File: config.mk
export PLATFORM = sky130hd
export DESIGN_NAME = check_node_message_generator
export DESIGN_NICKNAME = d
export VERILOG_FILES = /design/src/rtl/check_node_message_generator.sv
export SDC_FILE = /design/constraint.sdc
export NUM_CORES = 1
export LEC_CHECK = 0
export CAP_MARGIN = 20
export CORE_ASPECT_RATIO = 0.6
export CORE_MARGIN = 2
export CORE_UTILIZATION = 35
export CTS_CLUSTER_SIZE = 20
export DETAILED_ROUTE_END_ITERATION = 12
export HOLD_SLACK_MARGIN = 0.12
export SLEW_MARGIN = 40
export SYNTH_ARGS = -nofsm -noshare
export SYNTH_HDL_FRONTEND = slang
export SYNTH_SLANG_ARGS = --single-unit
File: constraint.sdc
create_clock -name clk -period 5.8 [get_ports clk]
set_clock_uncertainty 0.15 [all_clocks]
set_input_delay 0.87 -clock clk [delete_from_list [all_inputs] [get_ports clk]]
set_output_delay 0.87 -clock clk [all_outputs]
set_load 0.03 [all_outputs]
File: src/rtl/check_node_message_generator.sv
// Check-node message generator: expands a compressed min-sum row result
// (min, second_min, pos, edge signs) into one check-to-variable message per
// edge, emitted serially on a valid/ready handshake. Only sign and magnitude
// bits are manipulated; there is no floating-point arithmetic.
module check_node_message_generator #(
    parameter int DEGREE = 3,
    parameter int WIDTH  = 32,
    parameter int IDXW   = 2
) (
    input  logic              clk,
    input  logic              rst,
    input  logic              start_row_generation,
    input  logic [WIDTH-1:0]  min_in,
    input  logic [WIDTH-1:0]  second_min_in,
    input  logic [IDXW-1:0]   pos_in,
    input  logic [DEGREE-1:0] sign_in,
    input  logic              msg_ready,
    output logic              msg_valid,
    output logic [WIDTH-1:0]  msg_out,
    output logic [IDXW-1:0]   msg_index,
    output logic              busy,
    output logic              done_row_generation
);

    typedef enum logic [1:0] {StIdle, StEmit, StDone} state_e;

    state_e              state_q;
    logic [WIDTH-2:0]    min_q;
    logic [WIDTH-2:0]    second_min_q;
    logic [IDXW-1:0]     pos_q;
    logic [DEGREE-1:0]   sign_q;
    logic                total_sign_q;

    logic [IDXW-1:0]     next_idx;
    logic                last_edge;

    // Message for edge j: the excluded edge (j == pos) takes second_min, all
    // others take min; sign is the product of the other edges' signs. A zero
    // magnitude always leaves as +0.0. A pos outside 0..DEGREE-1 never matches,
    // so every edge then carries min.
    function automatic logic [WIDTH-1:0] edge_msg(
        input logic [IDXW-1:0]   j,
        input logic [WIDTH-2:0]  mn,
        input logic [WIDTH-2:0]  smn,
        input logic [IDXW-1:0]   p,
        input logic [DEGREE-1:0] s,
        input logic              ts
    );
        logic [WIDTH-2:0] mag;
        logic             sg;
        mag = (j == p) ? smn : mn;
        sg  = ts ^ s[j];
        if (mag == '0) begin
            sg = 1'b0;
        end
        return {sg, mag};
    endfunction

    // Edge counter advance and last-edge detect; msg_index doubles as the counter.
    always_comb begin
        next_idx  = msg_index + IDXW'(1);
        last_edge = (msg_index == IDXW'(DEGREE - 1));
    end

    // Row FSM with capture registers and registered outputs.
    always_ff @(posedge clk) begin
        if (rst) begin
            state_q             <= StIdle;
            min_q               <= '0;
            second_min_q        <= '0;
            pos_q               <= '0;
            sign_q              <= '0;
            total_sign_q        <= 1'b0;
            msg_valid           <= 1'b0;
            msg_out             <= '0;
            msg_index           <= '0;
            busy                <= 1'b0;
            done_row_generation <= 1'b0;
        end else begin
            unique case (state_q)
                StIdle: begin
                    done_row_generation <= 1'b0;
                    if (start_row_generation) begin
                        min_q        <= min_in[WIDTH-2:0];
                        second_min_q <= second_min_in[WIDTH-2:0];
                        pos_q        <= pos_in;
                        sign_q       <= sign_in;
                        total_sign_q <= ^sign_in;
                        // Edge 0 is built straight from the inputs so it is
                        // valid in the cycle right after capture.
                        msg_out      <= edge_msg('0, min_in[WIDTH-2:0],
                                                 second_min_in[WIDTH-2:0],
                                                 pos_in, sign_in, ^sign_in);
                        msg_index    <= '0;
                        msg_valid    <= 1'b1;
                        busy         <= 1'b1;
                        state_q      <= StEmit;
                    end
                end
                StEmit: begin
                    if (msg_valid && msg_ready) begin
                        if (last_edge) begin
                            msg_valid           <= 1'b0;
                            done_row_generation <= 1'b1;
                            state_q             <= StDone;
                        end else begin
                            msg_index <= next_idx;
                            msg_out   <= edge_msg(next_idx, min_q, second_min_q,
                                                  pos_q, sign_q, total_sign_q);
                        end
                    end
                end
                StDone: begin
                    done_row_generation <= 1'b0;
                    busy                <= 1'b0;
                    state_q             <= StIdle;
                end
                default: begin
                    state_q   <= StIdle;
                    msg_valid <= 1'b0;
                    busy      <= 1'b0;
                end
            endcase
        end
    end

endmodule

==> key figures <==
Outcome
  – Status: finished clean

Final layout
  – FF/Latch Area: 2140 um2
  – Multi-input combinational cell area: 2690 um2
  – Fraction of final layout cells sized beyond drive strength 1: roughly 8.5%
  – Final-layout fill cell count: roughly 1400
  – Post-route core utilization: between 40% and 50%
  – Net total in the final layout: just over 800
  – Area added between synthesis and finish: 30.2%
  – Antenna cells: 0

Global routing
  – Number of antenna violations at the first check in global routing: 0
  – GRT Total Usage: between 20% and 30%
  – Number of global-route vias before repair: around 4900
  – Pin count of the biggest net entering global routing: 72
  – First-pass GRT wire length: roughly 26 mm
  – Sum of overflow across all layers after global routing: 0

Placement
  – Post-detail-place hpwl: 11.2 mm
  – Routability Congestion: 0.840
  – Quantity of I/O buffers inserted on ports: 107

Synthesis
  – Post-synth net total: ~740
  – Mapped Avg Cell Area: 7.56 um2
  – Number of synthesized register bits: ~110
  – Share of async-settable or async-resettable flops after synthesis: 0%
  – Primary flip-flop cell chosen by synthesis mapping: sky130_fd_sc_hd__dfxtp_1
  – Number of flops mapped to enable cells by yosys: 0
  – Seq/Total Area, Yosys: 42.5%
  – Cells after Synth: about 670
  – Yosys warning count: 0
  – Combined area of all synthesized cells: around 5000 um2
  – Number of distinct library cells after synthesis: 36

Clock network
  – CTS tree: built
  – Clock insertion delay at the later pin of the skew report: around 0.35 ns
  – Clock tree root driver cell: sky130_fd_sc_hd__clkbuf_16
  – Number of clock sinks seen by CTS: about 110
  – Clk buf depth: 2
  – Post-CTS setup buffer count: 0
  – H-tree level count: 3
  – Count of hold-fix buffers inserted at cts: 0
  – Gates resized, CTS repair: 0
  – CTS Buf Count: 9
  – Clk pin slew, worst setup/hold paths: 0.07 ns

Route
  – Routed wire length per instance: approximately 18 um
  – First drt pass iteration count: 5
  – Number of nets with antenna violations after detailed routing: 0
  – 1st-iter DRT viols: approximately 450
  – Total detailed-routing wirelength: between 15 and 20 mm
  – Vias per inst: approximately 5.5
  – DRC violations left: 0
  – Vias post-DR: just over 5000

Floorplanning
  – I/O pin cnt: 110
  – Core area: between 10000 and 15000 um2
  – Die width: 159 um
  – Die span in y: ~97 um
  – Initial core utilization: between 30% and 40%
  – Die outline area: 15400 um2
  – Row count: 33

Power and ir drop
  – Peak ir drop on the vdd network: 0.177 mV
  – Leakage power: around 2.3 nW
  – Power per cell area: between 200 and 300 nW/um2

Critical path
  – R2r startpoint: state_q[0]
  – Category of the most critical setup path: primary input to register
  – Top fanout value on the critical path: between 70 and 80
  – Type of element launching the critical path: primary input
  – Last element of the critical path: msg_out[31]
  – Worst path required time: about 5.9 ns
  – Endpoint kind of the worst setup timing path: register
  – Reg2reg path depth: 6
  – Worst R2R End: msg_out[31]
  – Reg2Reg Setup Slack: between 3 and 4 ns
  – CP arrival: approximately 3.4 ns
  – Start point of the critical path: start_row_generation

STA
  – Share of the cycle needed by the critical path after routing: a little under three fifths
  – Number of setup violations in the final report: 0
  – Timing-limited maximum frequency: between 0.3 and 0.4 GHz
  – Min Clock Period, post-route: between 3 and 4 ns
  – Worst slew slack as a fraction of its limit: between 40% and 50%
  – Accumulated negative setup slack: 0 ns
  – Worst Tran Pin Value: 0.813 ns
  – Final hold viol count: 0
  – Number of slew-limit violations in the final report: 0
  – Unrepaired setup endpoints after global routing: no

Flow run
  – Max-cap violations: 0

Worst hold path
  – Worst hold-check path type: register to register
  – Worst hold start: msg_out[5]
## synth_stat cells (all sizes together), types with 2 or more instances
library cell | instances | area, um2
a21oi | 105 | 526
o211ai | 31 | 233
inv | 2 | 7.51
or4 | 2 | 15.0
xor2 | 4 | 35.0
nor2 | 9 | 33.8
clkbuf | 39 | 146
nor3 | 6 | 30.0
nand2 | 201 | 757
nor4 | 27 | 169
buf | 15 | 85.1
o21ai | 32 | 160
nor3b | 2 | 15.0
dfxtp | 107 | 2140
mux2 | 31 | 349
nand4 | 7 | 43.8
nand3 | 33 | 165
## worst max-delay path, cell delays in order
cell	delay, ns
sky130_fd_sc_hd__clkdlybuf4s50_1	0.40
sky130_fd_sc_hd__or3b_2	0.19
sky130_fd_sc_hd__buf_4	0.60
sky130_fd_sc_hd__o31a_1	0.52
sky130_fd_sc_hd__buf_4	0.40
sky130_fd_sc_hd__a41oi_1	0.08
sky130_fd_sc_hd__a311oi_1	0.33
## how the worst min path moves through the flow
stage | end | slack (ns) | cells past startpoint
final | msg_out[5] | 0.31 | 2
after global placement | msg_out[7] | 0.29 | 2
after floorplan | sign_q[2] | 0.29 | 2
after CTS | msg_out[4] | 0.31 | 2
after detailed placement | msg_out[4] | 0.30 | 2
after global routing | msg_out[2] | 0.32 | 2
## state kept, by name, indices dropped and copies added, names as in the netlist
name and count:
msg_valid 1, busy 1, done_row_generation 1, pos_q 2, state_q 2, min_q 31
total_sign_q 1, msg_out 32, second_min_q 31, msg_index 2, sign_q 3
## report_power, final
group          switching, mW  internal [mW]  total, mW
clock network          0.280          0.418      0.697
logic                  0.230          0.161      0.391
registers             0.0365          0.785      0.821
total                  0.546           1.36       1.91
## final cells by class
class | count | share of cell area (%)
clock buffer | 9 | 3.43
clock inverter | 6 | 1.60
inverter | 2 | 0.114
multi-input combinational | 504 | 41.0
sequential | 107 | 32.6
tap | 192 | 3.66
timing repair buffer | 116 | 17.6
## per-stage QoR
step                      area [um2]  hold slack (ns)  total power [mW]  std cells  setup WS (ns)
final                           6560            0.306              1.91        936           2.47
after global routing            6560            0.321              1.98        936           2.27
after CTS                       6560            0.309              1.92        936           2.44
after detailed placement        6230            0.298              1.22        921           2.10
after global placement          6200            0.291              1.21        920           2.18
after floorplan                 5040            0.286              1.05        667           3.44
## layout by cell type, fill, tap and decap left out, drive strengths merged, types with 6 or more instances in the layout
master / instances
dfxtp: 107
mux2: 31
nand3: 33
o211ai: 31
nor4: 27
a21oi: 105
o21ai: 32
nor2: 9
nand2: 201
nand4: 7
clkdlybuf4s50: 106
buf: 10
clkbuf: 9
nor3: 6
## logic make-up (layout without fill, tap and decap cells)
kind of cell	count (synthesis)	in the layout	share of synthesized area (%)
buf+inv	56	133	4.74
mux	32	32	7.12
simple gates	291	291	25.0
fa+ha+maj	1	1	0.248
compound gates	175	175	19.6
xor+xnor	5	5	0.868
flops	107	107	42.5
## routing by layer
layer	vias to the layer above	wire length [um]	global-route usage (%)
met5	-	0	0
met4	0	225	5.31
met3	22	1330	5.36
met2	217	7120	31.1
met1	2474	8380	31.8
li1	2477	-	-
Power figures use the tool's default switching activity.
